<file path="src/rtl/alu_scheduler.sv">
// Two-requester front end for a shared multi-cycle ALU.
// Round-robin grant, fixed per-class latency countdown, held response.
module alu_scheduler #(
    parameter int unsigned SIMPLE_LAT = 2,
    parameter int unsigned MUL_LAT    = 4,
    parameter int unsigned DIV_LAT    = 34
) (
    input  logic        clk,
    input  logic        rst,
    input  logic        req0_valid,
    output logic        req0_ready,
    input  logic [31:0] req0_operator_1,
    input  logic [31:0] req0_operator_2,
    input  logic [4:0]  req0_opcode,
    input  logic        req1_valid,
    output logic        req1_ready,
    input  logic [31:0] req1_operator_1,
    input  logic [31:0] req1_operator_2,
    input  logic [4:0]  req1_opcode,
    output logic [31:0] alu_operator_1,
    output logic [31:0] alu_operator_2,
    output logic [4:0]  alu_opcode,
    input  logic [31:0] alu_answer,
    output logic        resp_valid,
    input  logic        resp_ready,
    output logic        resp_id,
    output logic [31:0] resp_answer,
    output logic        busy
);

    typedef enum logic [1:0] {
        IDLE,
        EXEC,
        RESP
    } state_t;

    localparam logic [5:0] SIMPLE_CNT = 6'(SIMPLE_LAT - 1);
    localparam logic [5:0] MUL_CNT    = 6'(MUL_LAT - 1);
    localparam logic [5:0] DIV_CNT    = 6'(DIV_LAT - 1);

    state_t      state_q, state_d;
    logic        rr_q, rr_d;
    logic [5:0]  cnt_q, cnt_d;
    logic [31:0] a_q, a_d;
    logic [31:0] b_q, b_d;
    logic [4:0]  opc_q, opc_d;
    logic        id_q, id_d;
    logic [31:0] ans_q, ans_d;

    logic        gnt1;
    logic [31:0] sel_a;
    logic [31:0] sel_b;
    logic [4:0]  sel_op;
    logic [5:0]  sel_cnt;
    logic        is_mul;
    logic        is_div;

    // requester 1 wins when alone or when the pointer favours it
    always_comb begin
        gnt1   = req1_valid && (!req0_valid || rr_q);
        sel_a  = gnt1 ? req1_operator_1 : req0_operator_1;
        sel_b  = gnt1 ? req1_operator_2 : req0_operator_2;
        sel_op = gnt1 ? req1_opcode : req0_opcode;
        is_mul = (sel_op >= 5'd2) && (sel_op <= 5'd5);
        is_div = (sel_op >= 5'd6) && (sel_op <= 5'd9);
        sel_cnt = SIMPLE_CNT;
        unique case (1'b1)
            is_mul:  sel_cnt = MUL_CNT;
            is_div:  sel_cnt = DIV_CNT;
            default: sel_cnt = SIMPLE_CNT;
        endcase
    end

    always_comb begin
        state_d    = state_q;
        rr_d       = rr_q;
        cnt_d      = cnt_q;
        a_d        = a_q;
        b_d        = b_q;
        opc_d      = opc_q;
        id_d       = id_q;
        ans_d      = ans_q;
        req0_ready = 1'b0;
        req1_ready = 1'b0;
        unique case (state_q)
            IDLE: begin
                if ((req0_valid || req1_valid) && !rst) begin
                    req0_ready = !gnt1;
                    req1_ready = gnt1;
                    a_d        = sel_a;
                    b_d        = sel_b;
                    opc_d      = sel_op;
                    id_d       = gnt1;
                    cnt_d      = sel_cnt;
                    state_d    = EXEC;
                end
            end
            EXEC: begin
                if (cnt_q == 6'd0) begin
                    ans_d   = alu_answer;
                    state_d = RESP;
                end else begin
                    cnt_d = cnt_q - 6'd1;
                end
            end
            RESP: begin
                if (resp_ready) begin
                    state_d = IDLE;
                    rr_d    = ~id_q;
                end
            end
            default: state_d = IDLE;
        endcase
    end

    always_ff @(posedge clk or posedge rst) begin
        if (rst) begin
            state_q <= IDLE;
            rr_q    <= 1'b0;
            cnt_q   <= 6'd0;
            a_q     <= 32'd0;
            b_q     <= 32'd0;
            opc_q   <= 5'd0;
            id_q    <= 1'b0;
            ans_q   <= 32'd0;
        end else begin
            state_q <= state_d;
            rr_q    <= rr_d;
            cnt_q   <= cnt_d;
            a_q     <= a_d;
            b_q     <= b_d;
            opc_q   <= opc_d;
            id_q    <= id_d;
            ans_q   <= ans_d;
        end
    end

    assign alu_operator_1 = a_q;
    assign alu_operator_2 = b_q;
    assign alu_opcode     = opc_q;
    assign resp_valid     = (state_q == RESP);
    assign resp_id        = id_q;
    assign resp_answer    = ans_q;
    assign busy           = (state_q != IDLE);

endmodule

</file>
<file path="config.mk">
export PLATFORM = sky130hd
export DESIGN_NAME = alu_scheduler
export DESIGN_NICKNAME = d
export VERILOG_FILES = /design/src/rtl/alu_scheduler.sv
export SDC_FILE = /design/constraint.sdc
export NUM_CORES = 1
export LEC_CHECK = 0
export ABC_CLOCK_PERIOD_IN_PS = 9300
export CORE_AREA = 5 5 135 98
export CTS_BUF_LIST = sky130_fd_sc_hd__clkbuf_4 sky130_fd_sc_hd__clkbuf_8
export DETAILED_ROUTE_END_ITERATION = 8
export DIE_AREA = 0 0 140 103
export GPL_TIMING_DRIVEN = 0
export PLACE_DENSITY = 0.85
export SLEW_MARGIN = 20
export SYNTH_ARGS = -nofsm -noshare
export SYNTH_HDL_FRONTEND = slang
export SYNTH_SLANG_ARGS = --single-unit
</file>
<file path="constraint.sdc">
create_clock -name clk -period 9.3 [get_ports clk]
set_input_delay 2.79 -clock clk [delete_from_list [all_inputs] [get_ports clk]]
set_output_delay 2.79 -clock clk [all_outputs]
set_load 0.05 [all_outputs]
</file>
==> impl_results.html <==
<table>
<tr><th>Metric</th><th>Value</th></tr>
<tr><th colspan="2">Outcome</th></tr>
<tr><td>Outcome</td><td>completed</td></tr>
<tr><th colspan="2">Worst setup path</th></tr>
<tr><td>Worst-case register-to-register setup slack</td><td>~7.5 ns</td></tr>
<tr><td>Capture instance of the worst register-to-register path</td><td>resp_answer[23]$_DFFE_PP0P_</td></tr>
<tr><td>Required time worst endpoint</td><td>6.51 ns</td></tr>
<tr><td>Worst Path Arrival</td><td>roughly 5.0 ns</td></tr>
<tr><td>Launch point of the worst path</td><td>rst</td></tr>
<tr><td>Critical Path End Type</td><td>output pin</td></tr>
<tr><td>Critical-path maximum fanout</td><td>10</td></tr>
<tr><td>Last element of the critical path</td><td>req0_ready</td></tr>
<tr><td>Sort of element at the start of the critical path</td><td>input port</td></tr>
<tr><td>Critical setup path kind</td><td>input port to output pin</td></tr>
<tr><td>Reg-to-reg critical path startpoint</td><td>cnt_q[0]$_DFFE_PP0P_</td></tr>
<tr><td>Worst-case reg-to-reg path depth</td><td>7</td></tr>
<tr><th colspan="2">Yosys</th></tr>
<tr><td>Avg Synthesized Cell Area</td><td>a little under 10 um^2</td></tr>
<tr><td>Area share of the largest cell type after synthesis</td><td>a little under three fifths</td></tr>
<tr><td>Sequential element share of the synthesized area</td><td>between 50 and 60%</td></tr>
<tr><td>Area share of fa/ha/maj cells after synthesis</td><td>less than 1%</td></tr>
<tr><td>Dominant cells by area after synthesis</td><td>sky130_fd_sc_hd__dfrtp_1, sky130_fd_sc_hd__nand2_1, sky130_fd_sc_hd__a31oi_1</td></tr>
<tr><td>Synthesized-area fraction occupied by and/or/nand/nor cells</td><td>approximately a fifth</td></tr>
<tr><td>Synth Cell Area</td><td>between 0.004 and 0.005 mm^2</td></tr>
<tr><td>Most used flip-flop cell after synthesis</td><td>sky130_fd_sc_hd__dfrtp_1</td></tr>
<tr><td>Mux cell area share after synthesis</td><td>8.31%</td></tr>
<tr><td>Post-synth EDFFs</td><td>0</td></tr>
<tr><td>Count of unique library cells instantiated by Yosys</td><td>between 40 and 50</td></tr>
<tr><td>Synth top cells by count</td><td>sky130_fd_sc_hd__nand2_1, sky130_fd_sc_hd__dfrtp_1, sky130_fd_sc_hd__nor2_1</td></tr>
<tr><td>YS warnings</td><td>0</td></tr>
<tr><td>Post-synthesis cell count</td><td>approximately 510</td></tr>
<tr><td>Fraction of the mapped netlist area in compound gates</td><td>between 10% and 20%</td></tr>
<tr><td>Async set-reset flop share out of synthesis</td><td>100%</td></tr>
<tr><td>Most numerous cell in the Yosys netlist</td><td>sky130_fd_sc_hd__nand2_1</td></tr>
<tr><td>Dominant combinational cell family by area after synthesis</td><td>simple AND/OR/NAND/NOR gates</td></tr>
<tr><td>Cell type with the largest total area after synthesis</td><td>sky130_fd_sc_hd__dfrtp_1</td></tr>
<tr><td>XOR/XNOR share of the synthesized area</td><td>less than 1%</td></tr>
<tr><td>Post-synth net total</td><td>689</td></tr>
<tr><td>Seq cells post-synth</td><td>approximately 110</td></tr>
<tr><th colspan="2">Floorplanning</th></tr>
<tr><td>Ports</td><td>between 200 and 300</td></tr>
<tr><td>Effective utilization at floorplan</td><td>around two fifths</td></tr>
<tr><td>Die area</td><td>about 0.014 mm^2</td></tr>
<tr><td>Core area</td><td>0.0120 mm^2</td></tr>
<tr><td>Die extent in y</td><td>about 100 um</td></tr>
<tr><td>Die outline width</td><td>140 um</td></tr>
<tr><td>Number of placement rows</td><td>34</td></tr>
<tr><th colspan="2">Timing</th></tr>
<tr><td>Setup-failing EPs final</td><td>0</td></tr>
<tr><td>Number of endpoints with negative hold slack in the final report</td><td>0</td></tr>
<tr><td>Time the worst path needs with I/O delays and setup</td><td>about 8 ns</td></tr>
<tr><td>Highest clock rate</td><td>0.128 GHz</td></tr>
<tr><td>Number of slew-limit violations in the final report</td><td>0</td></tr>
<tr><td>Slew headroom</td><td>between 60% and 70%</td></tr>
<tr><td>Post-layout worst setup margin</td><td>1.50 ns</td></tr>
<tr><td>Worst clock skew</td><td>between 0.007 and 0.008 ns</td></tr>
<tr><td>Tightest Pin Transition</td><td>slightly below 0.6 ns</td></tr>
<tr><td>Setup repair after global routing missed its margin</td><td>no</td></tr>
<tr><td>Aggregate negative setup slack</td><td>0 ns</td></tr>
<tr><td>Period Utilization, post-route</td><td>a little over four fifths</td></tr>
<tr><th colspan="2">Placed design</th></tr>
<tr><td>Number of placed cells counting well taps</td><td>about 960</td></tr>
<tr><td>Post-placement worst setup slack</td><td>between 1.5 and 2 ns</td></tr>
<tr><td>DP HPWL</td><td>between 10000 and 15000 um</td></tr>
<tr><td>Count of buffers from port buffering</td><td>280</td></tr>
<tr><td>Gpl congestion</td><td>between 0.8 and 0.9</td></tr>
<tr><th colspan="2">Final layout</th></tr>
<tr><td>Non-filler cells, final</td><td>approximately 970</td></tr>
<tr><td>Layout net count</td><td>slightly below 1000</td></tr>
<tr><td>Number of inserted diodes</td><td>0</td></tr>
<tr><td>Share of layout cells above drive strength 1</td><td>about a tenth</td></tr>
<tr><td>Area added between synthesis and finish</td><td>65.8%</td></tr>
<tr><th colspan="2">Drt</th></tr>
<tr><td>Post-detailed-route wirelength per cell</td><td>18.2 um</td></tr>
<tr><td>Final routed wirelength across all metal layers</td><td>~18000 um</td></tr>
<tr><td>Via density per instance</td><td>roughly 5.1</td></tr>
<tr><td>DR pass1 iterations</td><td>5</td></tr>
<tr><td>Via count</td><td>roughly 5000</td></tr>
<tr><td>Post-route ant nets</td><td>0</td></tr>
<tr><td>Iteration-0 DRC Markers</td><td>between 150 and 200</td></tr>
<tr><td>Number of design rule violations left after detail routing</td><td>0</td></tr>
<tr><th colspan="2">CTS</th></tr>
<tr><td>Clk slew on worst S/H paths</td><td>0.11 ns</td></tr>
<tr><td>Clock latency on the worst-skew pair</td><td>0.36 ns</td></tr>
<tr><td>Number of gates resized after CTS</td><td>0</td></tr>
<tr><td>Cell at the root of the clock tree</td><td>sky130_fd_sc_hd__clkbuf_8</td></tr>
<tr><td>Maximum clock path buffer count</td><td>2</td></tr>
<tr><td>CTS Hold Buffers Added</td><td>0</td></tr>
<tr><td>TritonCTS buffer count</td><td>9</td></tr>
<tr><td>Number of clock sinks</td><td>111</td></tr>
<tr><td>Setup repair bufs after CTS</td><td>0</td></tr>
<tr><td>H-tree levels</td><td>3</td></tr>
<tr><td>Clock tree from TritonCTS</td><td>yes</td></tr>
<tr><th colspan="2">Global routing</th></tr>
<tr><td>Total GRT Usage</td><td>between 20% and 30%</td></tr>
<tr><td>Global-route wire length before repair</td><td>about 28000 um</td></tr>
<tr><td>Vias in the first global route</td><td>around 5300</td></tr>
<tr><td>Largest net degree at the start of global routing</td><td>70</td></tr>
<tr><td>Overflow after GRT</td><td>0</td></tr>
<tr><td>Initial antenna violation count</td><td>0</td></tr>
<tr><th colspan="2">Power and ir drop</th></tr>
<tr><td>Pwr Density</td><td>375 mW/mm^2</td></tr>
<tr><td>Final Power</td><td>a little over 0.003 W</td></tr>
<tr><td>Leakage power</td><td>3.45 nW</td></tr>
<tr><td>Maximum ir drop on the vdd rail</td><td>0.249 mV</td></tr>
<tr><th colspan="2">Job</th></tr>
<tr><td>Max-capacitance violation count</td><td>0</td></tr>
<tr><th colspan="2">Worst hold path</th></tr>
<tr><td>Hold Crit Class</td><td>flip-flop to flip-flop</td></tr>
</table>
worst min-delay path by stage:
stage | depth (start not counted) | start | slack, ns | end
2_1_floorplan | 1 | cnt_q[0]$_DFFE_PP0P_ | 0.50 | cnt_q[0]$_DFFE_PP0P_
3_3_place_gp | 2 | alu_opcode[1]$_DFFE_PP0P_ | 0.47 | alu_opcode[1]$_DFFE_PP0P_
3_5_place_dp | 2 | alu_opcode[4]$_DFFE_PP0P_ | 0.47 | alu_opcode[4]$_DFFE_PP0P_
4_1_cts | 2 | alu_opcode[4]$_DFFE_PP0P_ | 0.50 | alu_opcode[4]$_DFFE_PP0P_
5_1_grt | 2 | alu_opcode[4]$_DFFE_PP0P_ | 0.52 | alu_opcode[4]$_DFFE_PP0P_
6_report | 2 | alu_opcode[4]$_DFFE_PP0P_ | 0.49 | alu_opcode[4]$_DFFE_PP0P_
registers in the layout, indices dropped and copies added (netlist names):
name	count
state_q	2
resp_id	1
alu_opcode	5
alu_operator_2	32
cnt_q	6
resp_answer	32
rr_q	1
alu_operator_1	32
where the power goes:
part	total (W)	switching, W	internal (W)
Combinational	0.00190	0.00122	0.000672
Clock	0.000322	0.000166	0.000156
Sequential	0.000862	0.000139	0.000724
Total	0.00308	0.00153	0.00155
layout by cell type, fill, tap and decap left out, types with 2 or more instances in the layout:
cell type,n
sky130_fd_sc_hd__clkdlybuf4s50_1,280
sky130_fd_sc_hd__nand2_1,139
sky130_fd_sc_hd__dfrtp_1,111
sky130_fd_sc_hd__nor2_1,71
sky130_fd_sc_hd__a31oi_1,66
sky130_fd_sc_hd__mux2_2,32
sky130_fd_sc_hd__buf_2,14
sky130_fd_sc_hd__clkbuf_1,11
sky130_fd_sc_hd__clkbuf_8,9
sky130_fd_sc_hd__buf_4,5
sky130_fd_sc_hd__inv_1,5
sky130_fd_sc_hd__o21ai_0,5
sky130_fd_sc_hd__a21oi_1,5
sky130_fd_sc_hd__buf_6,4
sky130_fd_sc_hd__mux2i_1,4
sky130_fd_sc_hd__o22ai_1,3
sky130_fd_sc_hd__and2_1,2
sky130_fd_sc_hd__nand2b_1,2
sky130_fd_sc_hd__or4_1,2
sky130_fd_sc_hd__o31ai_1,2
sky130_fd_sc_hd__xnor2_1,2
sky130_fd_sc_hd__nand3_1,2
sky130_fd_sc_hd__inv_6,2
sky130_fd_sc_hd__ha_1,2
sky130_fd_sc_hd__clkinvlp_4,2
sky130_fd_sc_hd__bufinv_16,2
metrics by stage:
step	utilization, %	area (um^2)	hold WS [ns]
CTS	68.5	8220	0.496
floorplan	-	4950	0.503
finish	68.5	8220	0.492
global placement	66.4	7960	0.466
detailed placement	66.6	7990	0.471
global route	68.5	8220	0.524
cells by family after synthesis:
kind of cell / count (synthesis)
fa+ha+maj: 2
mux: 37
xor+xnor: 2
buf+inv: 40
simple gates: 230
compound gates: 90
flops: 111
layout make-up:
cell class	count	area (um^2)
Fill cell	902	3780
Timing Repair Buffer	281	2830
Sequential cell	111	2780
Multi-Input combinational cell	361	1960
Tap cell	162	203
Buffer	34	194
Clock buffer	10	131
Clock inverter	6	92.6
Inverter	6	27.5
worst max-delay path, stage by stage:
cell and delay, ns:
sky130_fd_sc_hd__clkdlybuf4s50_1 0.52, sky130_fd_sc_hd__o21ba_2 0.32, sky130_fd_sc_hd__nand2_1 0.13, sky130_fd_sc_hd__clkbuf_1 0.26, sky130_fd_sc_hd__nor2_1 0.15, sky130_fd_sc_hd__clkdlybuf4s50_1 0.83
routing by layer:
layer	GRT usage, %	up-vias	part of all wire [%]
met5	0	-	0
met4	7.22	0	2.4
met3	6.44	34	7.7
met2	42.6	207	51
met1	28.9	2426	39
li1	-	2320	-
No activity file was read; power rests on OpenSTA's default activity.
==> RTL edit 1: new RTL, config.mk and constraints unchanged <==
Re-encode `state_t` (3 states) as one-hot, 3 bits wide.
--- a/src/rtl/alu_scheduler.sv
+++ b/src/rtl/alu_scheduler.sv
@@ -30,6 +30,6 @@
 
-    typedef enum logic [1:0] {
-        IDLE,
-        EXEC,
-        RESP
+    typedef enum logic [2:0] {
+        IDLE = 3'b001,
+        EXEC = 3'b010,
+        RESP = 3'b100
     } state_t;
Behaviour: no difference found for any inputs over 10 cycles, from zero or initial values and one cycle with rst high; not proved beyond that.
==> RTL edit 1 against the unedited design <==
  * Clock power shrank 14%
  * Design area grew 0.34%
  * Largest cell class unchanged
  * Final cell count grew 0.41%
  * Worst setup slack lost 180 ps
  * Sequential cell count grew 1
  * Sequential power grew 1%
  * Die area is the same
  * Area after synthesis grew 1.4%
  * Utilization grew 0.23 points
  * Power shrank 2.3%
  * Sequential share of layout area grew 0.21 points
  * Maximum frequency shrank 2.3%
  * Combinational power shrank 2%
  * Wire length grew 1.1%
==> RTL edit 1: results (changes against the unedited design) <==
- Result of the run: finished, final reports clean (unchanged).
- The type of the tightest min-delay check was register to register (unchanged).
- Top cell types by occurrence after synthesis: 136 x sky130_fd_sc_hd__nand2_1, 111 x sky130_fd_sc_hd__dfrtp_1, 72 x sky130_fd_sc_hd__nor2_1 (was 139 x sky130_fd_sc_hd__nand2_1, 111 x sky130_fd_sc_hd__dfrtp_1, 71 x sky130_fd_sc_hd__nor2_1).
- Final-report max-slew violation count: 0 (unchanged)
- Global-route usage over all layers: 0.241 (was 0.240)
* Worst slew margin relative to its limit: 0.568 (was 0.607)
* Endpoint required time on the critical path: 6510 ps (about the same)
* Setup repair bufs after CTS: 0 (unchanged)
* CTS root buffer: sky130_fd_sc_hd__clkbuf_8 (unchanged)
- The number of search-and-repair iterations in the first detailed-routing pass was 5 (unchanged).
- The routed wire length was 17800 µm (was 17600 µm).
* Peak fanout along the critical path: 10 (unchanged)
* Clock edge transition at the registers on the reported setup and hold paths: around 100 ps
- The detailed-placement wirelength estimate came to 14100 µm (was 13900 µm).
* H-tree Lvls: 3 (unchanged)
* Vias per cell: 5.15 (was 5.14)
- In this design, the stage delay of the slowest critical-path cell is 820 ps.
* Maximum clock skew at final layout: 7.99 ps (was 7.26 ps)
- Crit-path slowest cell: sky130_fd_sc_hd__clkdlybuf4s50_1 (unchanged)
* Starting DRC count in detailed routing: 266 (was 190)
- Initial antenna violation count: 0 (unchanged)
- Leakage: 3.41 nW (was 3.45 nW)
- The final routed DRC violation total was 0 (unchanged).
- Share of synthesized flip-flops with an asynchronous set or reset: 1.00 (unchanged)
- The number of synthesis warnings was 0 (unchanged).
- The count of port buffers added during placement is 280 (unchanged).
* VDD IR-drop max: 0.000294 V (was 0.000249 V)
- Number of nets in the layout: 985 (was 981)
* Antenna diode instance count: 0 (unchanged)
* Vias in the first global route: 5223 (was 5256)
- Post-cts resize count: 0 (unchanged)
- Share of layout cells above drive strength 1: 0.0935 (was 0.101)
* Clock insertion delay at the later pin of the skew report: ~370 ps
- First-pass GRT wire length: 27500 µm (about the same)
- Unique cell type count in the Yosys netlist: 45 (was 43)
- Routability Congestion: 0.905 (was 0.874)
- Post-Synthesis Net Count: 693 (was 689)
* Cell types with the largest area share after synthesis: sky130_fd_sc_hd__dfrtp_1 55%, sky130_fd_sc_hd__nand2_1 10%, sky130_fd_sc_hd__a31oi_1 8.2%, sky130_fd_sc_hd__mux2_2 7.4%, sky130_fd_sc_hd__nor2_1 5.4% (was sky130_fd_sc_hd__dfrtp_1 56%, sky130_fd_sc_hd__nand2_1 11%, sky130_fd_sc_hd__a31oi_1 8.3%, sky130_fd_sc_hd__mux2_2 7.3%, sky130_fd_sc_hd__nor2_1 5.4%)
- The sequential element share of the synthesized area came to 0.558 (was 0.561).
- The largest net degree at the start of global routing was 64 (was 70).
* CTS buffer count: 9 (unchanged)
-- RTL edit 1: changes by cell type in the layout (fill, tap and decap cells not counted), sizes merged, moves of 3 or more --
cell / before / now
nand2: 140 / 136
clkbuf: 21 / 31
nand2b: 2 / 5
buf: 24 / 17
-- RTL edit 1: worst max-delay path, delay by kind of cell --
family                 cells  cell delay [ps]
buffers and inverters      4             1730
and+or+nand+nor            2              670
-- RTL edit 1: cell families after synthesis --
kind of cell | Yosys count | synth area share
AO/OA/AOI/OAI | 91 | 0.118
XOR/XNOR | 4 | 0.00698
adder cells (fa/ha/maj) | 2 | 0.00498
buffers and inverters | 40 | 0.0389
flip-flops | 112 | 0.558
multiplexers | 38 | 0.0840
AND/OR/NAND/NOR | 229 | 0.189
-- RTL edit 1: final timing paths --
path                                                  to                    from  slack, ps  cells past startpoint
max                                           req0_ready                     rst       1320                      6
min in group asynchronous     resp_answer[5]$_DFFE_PP0P_                     rst       2980                      2
min                                     rr_q$_DFFE_PP0P_     resp_id$_DFFE_PP0P_        500                      1
min reg2reg                             rr_q$_DFFE_PP0P_     resp_id$_DFFE_PP0P_        500                      1
max in group asynchronous         state_q[0]$_DFFE_PP1P_                     rst       5620                      3
max reg2reg                alu_operator_1[9]$_DFFE_PP0P_  state_q[0]$_DFFE_PP1P_       7130                      5
-- RTL edit 1: area by class of cell --
type / instances / area [µm²]
Tap cell: 162 / 203
Multi-Input combinational cell: 364 / 2020
Clock buffer: 11 / 145
Inverter: 4 / 20.0
Buffer: 36 / 180
Fill cell: 916 / 3750
Timing Repair Buffer: 281 / 2830
Clock inverter: 5 / 38.8
Sequential cell: 112 / 2800
-- RTL edit 1: layer usage --
layer,share of wire,wire length [µm],vias to the layer above,global-route usage
met5,0,0,-,0
met4,0.027,479,0,0.0700
met3,0.11,1920,47,0.102
met2,0.49,8700,254,0.419
met1,0.38,6720,2373,0.276
li1,-,-,2343,-
-- RTL edit 1: through the flow --
stage               hold slack, ps  total power (W)  setup WS [ps]  instance area [µm²]  cells
floorplan                      505          0.00205           2260                 5020    516
global placement               470          0.00270           1390                 8030    958
detailed placement             485          0.00275           1320                 8060    959
CTS                            496          0.00303           1320                 8240    975
global route                   526          0.00315           1240                 8240    975
finish                         501          0.00301           1320                 8240    975
-- RTL edit 1: power by group --
group / internal (W) / switching, W
registers: 0.000727 / 0.000145
clock network: 0.000110 / 0.000166
logic: 0.000654 / 0.00121
==> RTL edit 2: new RTL, config.mk and constraints unchanged <==
Made on the original files. Change the parameter `DIV_LAT` from 34 to 25.
--- a/src/rtl/alu_scheduler.sv
+++ b/src/rtl/alu_scheduler.sv
@@ -5,3 +5,3 @@
     parameter int unsigned MUL_LAT    = 4,
-    parameter int unsigned DIV_LAT    = 34
+    parameter int unsigned DIV_LAT    = 25
 ) (
Check against the original RTL: no difference found for any inputs over 4 cycles, from zero or initial values and one cycle with rst high; that may be too few to reach the edited logic, so the function may still have changed.
==> RTL edit 2 against the unedited design <==
  * Synthesized cell count increased by 1.2%
  * Die area unchanged
  * Design area hardly changed
  * Critical path depth unchanged
  * Area after synthesis is essentially flat
  * Wire length decreased by 5.6%
  * Utilization barely moved
  * Sequential cell count unchanged
  * Worst setup slack gained 19 ps
  * Power grew 0.30%
  * Largest cell class unchanged
  * Largest power group unchanged
  * Highest routed layer unchanged
==> RTL edit 2: results (changes against the unedited design) <==
* Result of the run: finished, final reports clean (unchanged)
- VDD IR-drop max: 0.000232 V (was 0.000249 V)
- The post-synthesis compound-gate area fraction was 0.119 (was 0.116).
* Post-Synthesis Net Count: 695 (was 689)
- The count of unique library cells instantiated by Yosys is 38 (was 43).
- Largest net degree at the start of global routing: 59 (was 70)
- R2R cell count: 5 (was 7)
- The post-place setup slack was 1550 ps (was 1510 ps).
* Net switching fraction of the power: 0.497 (was 0.496)
- Top cell types by occurrence after synthesis: 144 x sky130_fd_sc_hd__nand2_1, 111 x sky130_fd_sc_hd__dfrtp_1, 75 x sky130_fd_sc_hd__nor2_1 (was 139 x sky130_fd_sc_hd__nand2_1, 111 x sky130_fd_sc_hd__dfrtp_1, 71 x sky130_fd_sc_hd__nor2_1)
- The multiplexer share of the synthesized area is 0.0748 (was 0.0831).
* Leakage: 3.48 nW (was 3.45 nW)
- The worst slew margin relative to its limit is 0.628 (was 0.607).
* Hpwl dp: 12900 µm (was 13900 µm)
- The violation count after the first detailed-route iteration is 216 (was 190).
- Buffers from clock root to sink, at most: 2 (unchanged)
- The first-pass GRT wire length came to 25600 µm (was 27500 µm).
- The sequential element share of the synthesized area is 0.561 (about the same).
* Number of nets in the layout: 987 (was 981)
- The largest fanout on the critical path was 9 (was 10).
* Depth of the worst hold-timing path: 1 (was 2)
- Kind of path behind the tightest hold check: register to register (unchanged)
- Xor and xnor fraction of the mapped netlist area: 0.00354 (about the same)
- The via count of the first global-routing pass was 5114 (was 5256).
* Total routed wirelength: 16600 µm (was 17600 µm)
- Initial antenna violation count: 0 (unchanged)
- The worst-case clock skew was 15.1 ps (was 7.26 ps).
- Hold EP: rr_q$_DFFE_PP0P_ (was alu_opcode[4]$_DFFE_PP0P_)
* Cell types with the largest area share after synthesis: sky130_fd_sc_hd__dfrtp_1 56%, sky130_fd_sc_hd__nand2_1 11%, sky130_fd_sc_hd__a31oi_1 9.0%, sky130_fd_sc_hd__mux2_2 7.0%, sky130_fd_sc_hd__nor2_1 5.7% (was sky130_fd_sc_hd__dfrtp_1 56%, sky130_fd_sc_hd__nand2_1 11%, sky130_fd_sc_hd__a31oi_1 8.3%, sky130_fd_sc_hd__mux2_2 7.3%, sky130_fd_sc_hd__nor2_1 5.4%)
- The synthesized instance count was 518 (was 512).
- The detailed-route via count was 4980 (was 4987).
* Crit Reg-Reg Endpoint: alu_opcode[1]$_DFFE_PP0P_ (was resp_answer[23]$_DFFE_PP0P_)
* Worst hold start: resp_id$_DFFE_PP0P_ (was alu_opcode[4]$_DFFE_PP0P_)
* Critical path launch point: req1_valid (was rst)
* Arithmetic-cell share of the synthesized area counting full adders, half adders and majority gates: 0.00505 (about the same)
- Global-route usage over all layers: 0.221 (was 0.240)
- The register-to-register path setup slack is 7280 ps (was 7470 ps).
- The fraction of layout instances using a drive strength above 1 came to 0.0957 (was 0.101).
- Worst Path Arrival: 4990 ps (was 5010 ps)
* Reg-to-reg critical path startpoint: state_q[0]$_DFFE_PP0P_ (was cnt_q[0]$_DFFE_PP0P_)
* Routability Congestion: 0.929 (was 0.874)
-- RTL edit 2: critical path, cell delays in order --
cell,delay [ps]
sky130_fd_sc_hd__clkdlybuf4s50_1,570
sky130_fd_sc_hd__nor2_1,140
sky130_fd_sc_hd__or3_1,370
sky130_fd_sc_hd__buf_6,150
sky130_fd_sc_hd__nor2_1,140
sky130_fd_sc_hd__clkdlybuf4s50_1,830
-- RTL edit 2: area by class of cell --
type                            instances  area (µm²)
Multi-Input combinational cell        367        1970
Clock buffer                           10         138
Sequential cell                       111        2780
Inverter                                6        27.5
Tap cell                              162         203
Clock inverter                          6        91.3
Buffer                                 34         183
Fill cell                             910        3780
Timing Repair Buffer                  281        2830
-- RTL edit 2: power by group through the flow --
| stage | sequential, W | clock (W) | combinational (W) |
|---|---|---|---|
| 2_1_floorplan | 0.00163 | 0 | 0.000444 |
| 3_3_place_gp | 0.000853 | 0 | 0.00188 |
| 3_5_place_dp | 0.000870 | 0 | 0.00191 |
| 4_1_cts | 0.000861 | 0.000336 | 0.00191 |
| 5_1_grt | 0.000887 | 0.000357 | 0.00200 |
| 6_report | 0.000861 | 0.000327 | 0.00190 |
-- RTL edit 2: logic make-up after synthesis --
logic type	after synthesis
AO/OA/AOI/OAI	91
AND/OR/NAND/NOR	239
adder cells (fa/ha/maj)	2
XOR/XNOR	2
buffers and inverters	40
flip-flops	111
multiplexers	33
-- RTL edit 2: through the flow --
step           utilization  instance area [µm²]  hold slack [ps]  cells
2_1_floorplan            -                 4950              496    518
3_5_place_dp         0.666                 7990              472    961
4_1_cts              0.685                 8220              491    977
3_3_place_gp         0.663                 7960              469    960
5_1_grt              0.685                 8220              516    977
6_report             0.685                 8220              492    977
-- RTL edit 2: worst max path at each step --
| stage | end | slack (ps) | cells after the start |
|---|---|---|---|
| after floorplan | req1_ready | 2480 | 4 |
| final | req1_ready | 1520 | 6 |
| after CTS | req1_ready | 1530 | 6 |
| after detailed placement | req1_ready | 1550 | 6 |
| after global placement | req1_ready | 1570 | 6 |
| after global routing | req1_ready | 1380 | 5 |
-- RTL edit 2: per-layer routing --
metal,share of wire,global-route usage,wire length (µm)
met1,0.40,0.271,6630
met2,0.49,0.380,8210
met3,0.090,0.0774,1500
met4,0.018,0.0558,299
met5,0,0,0
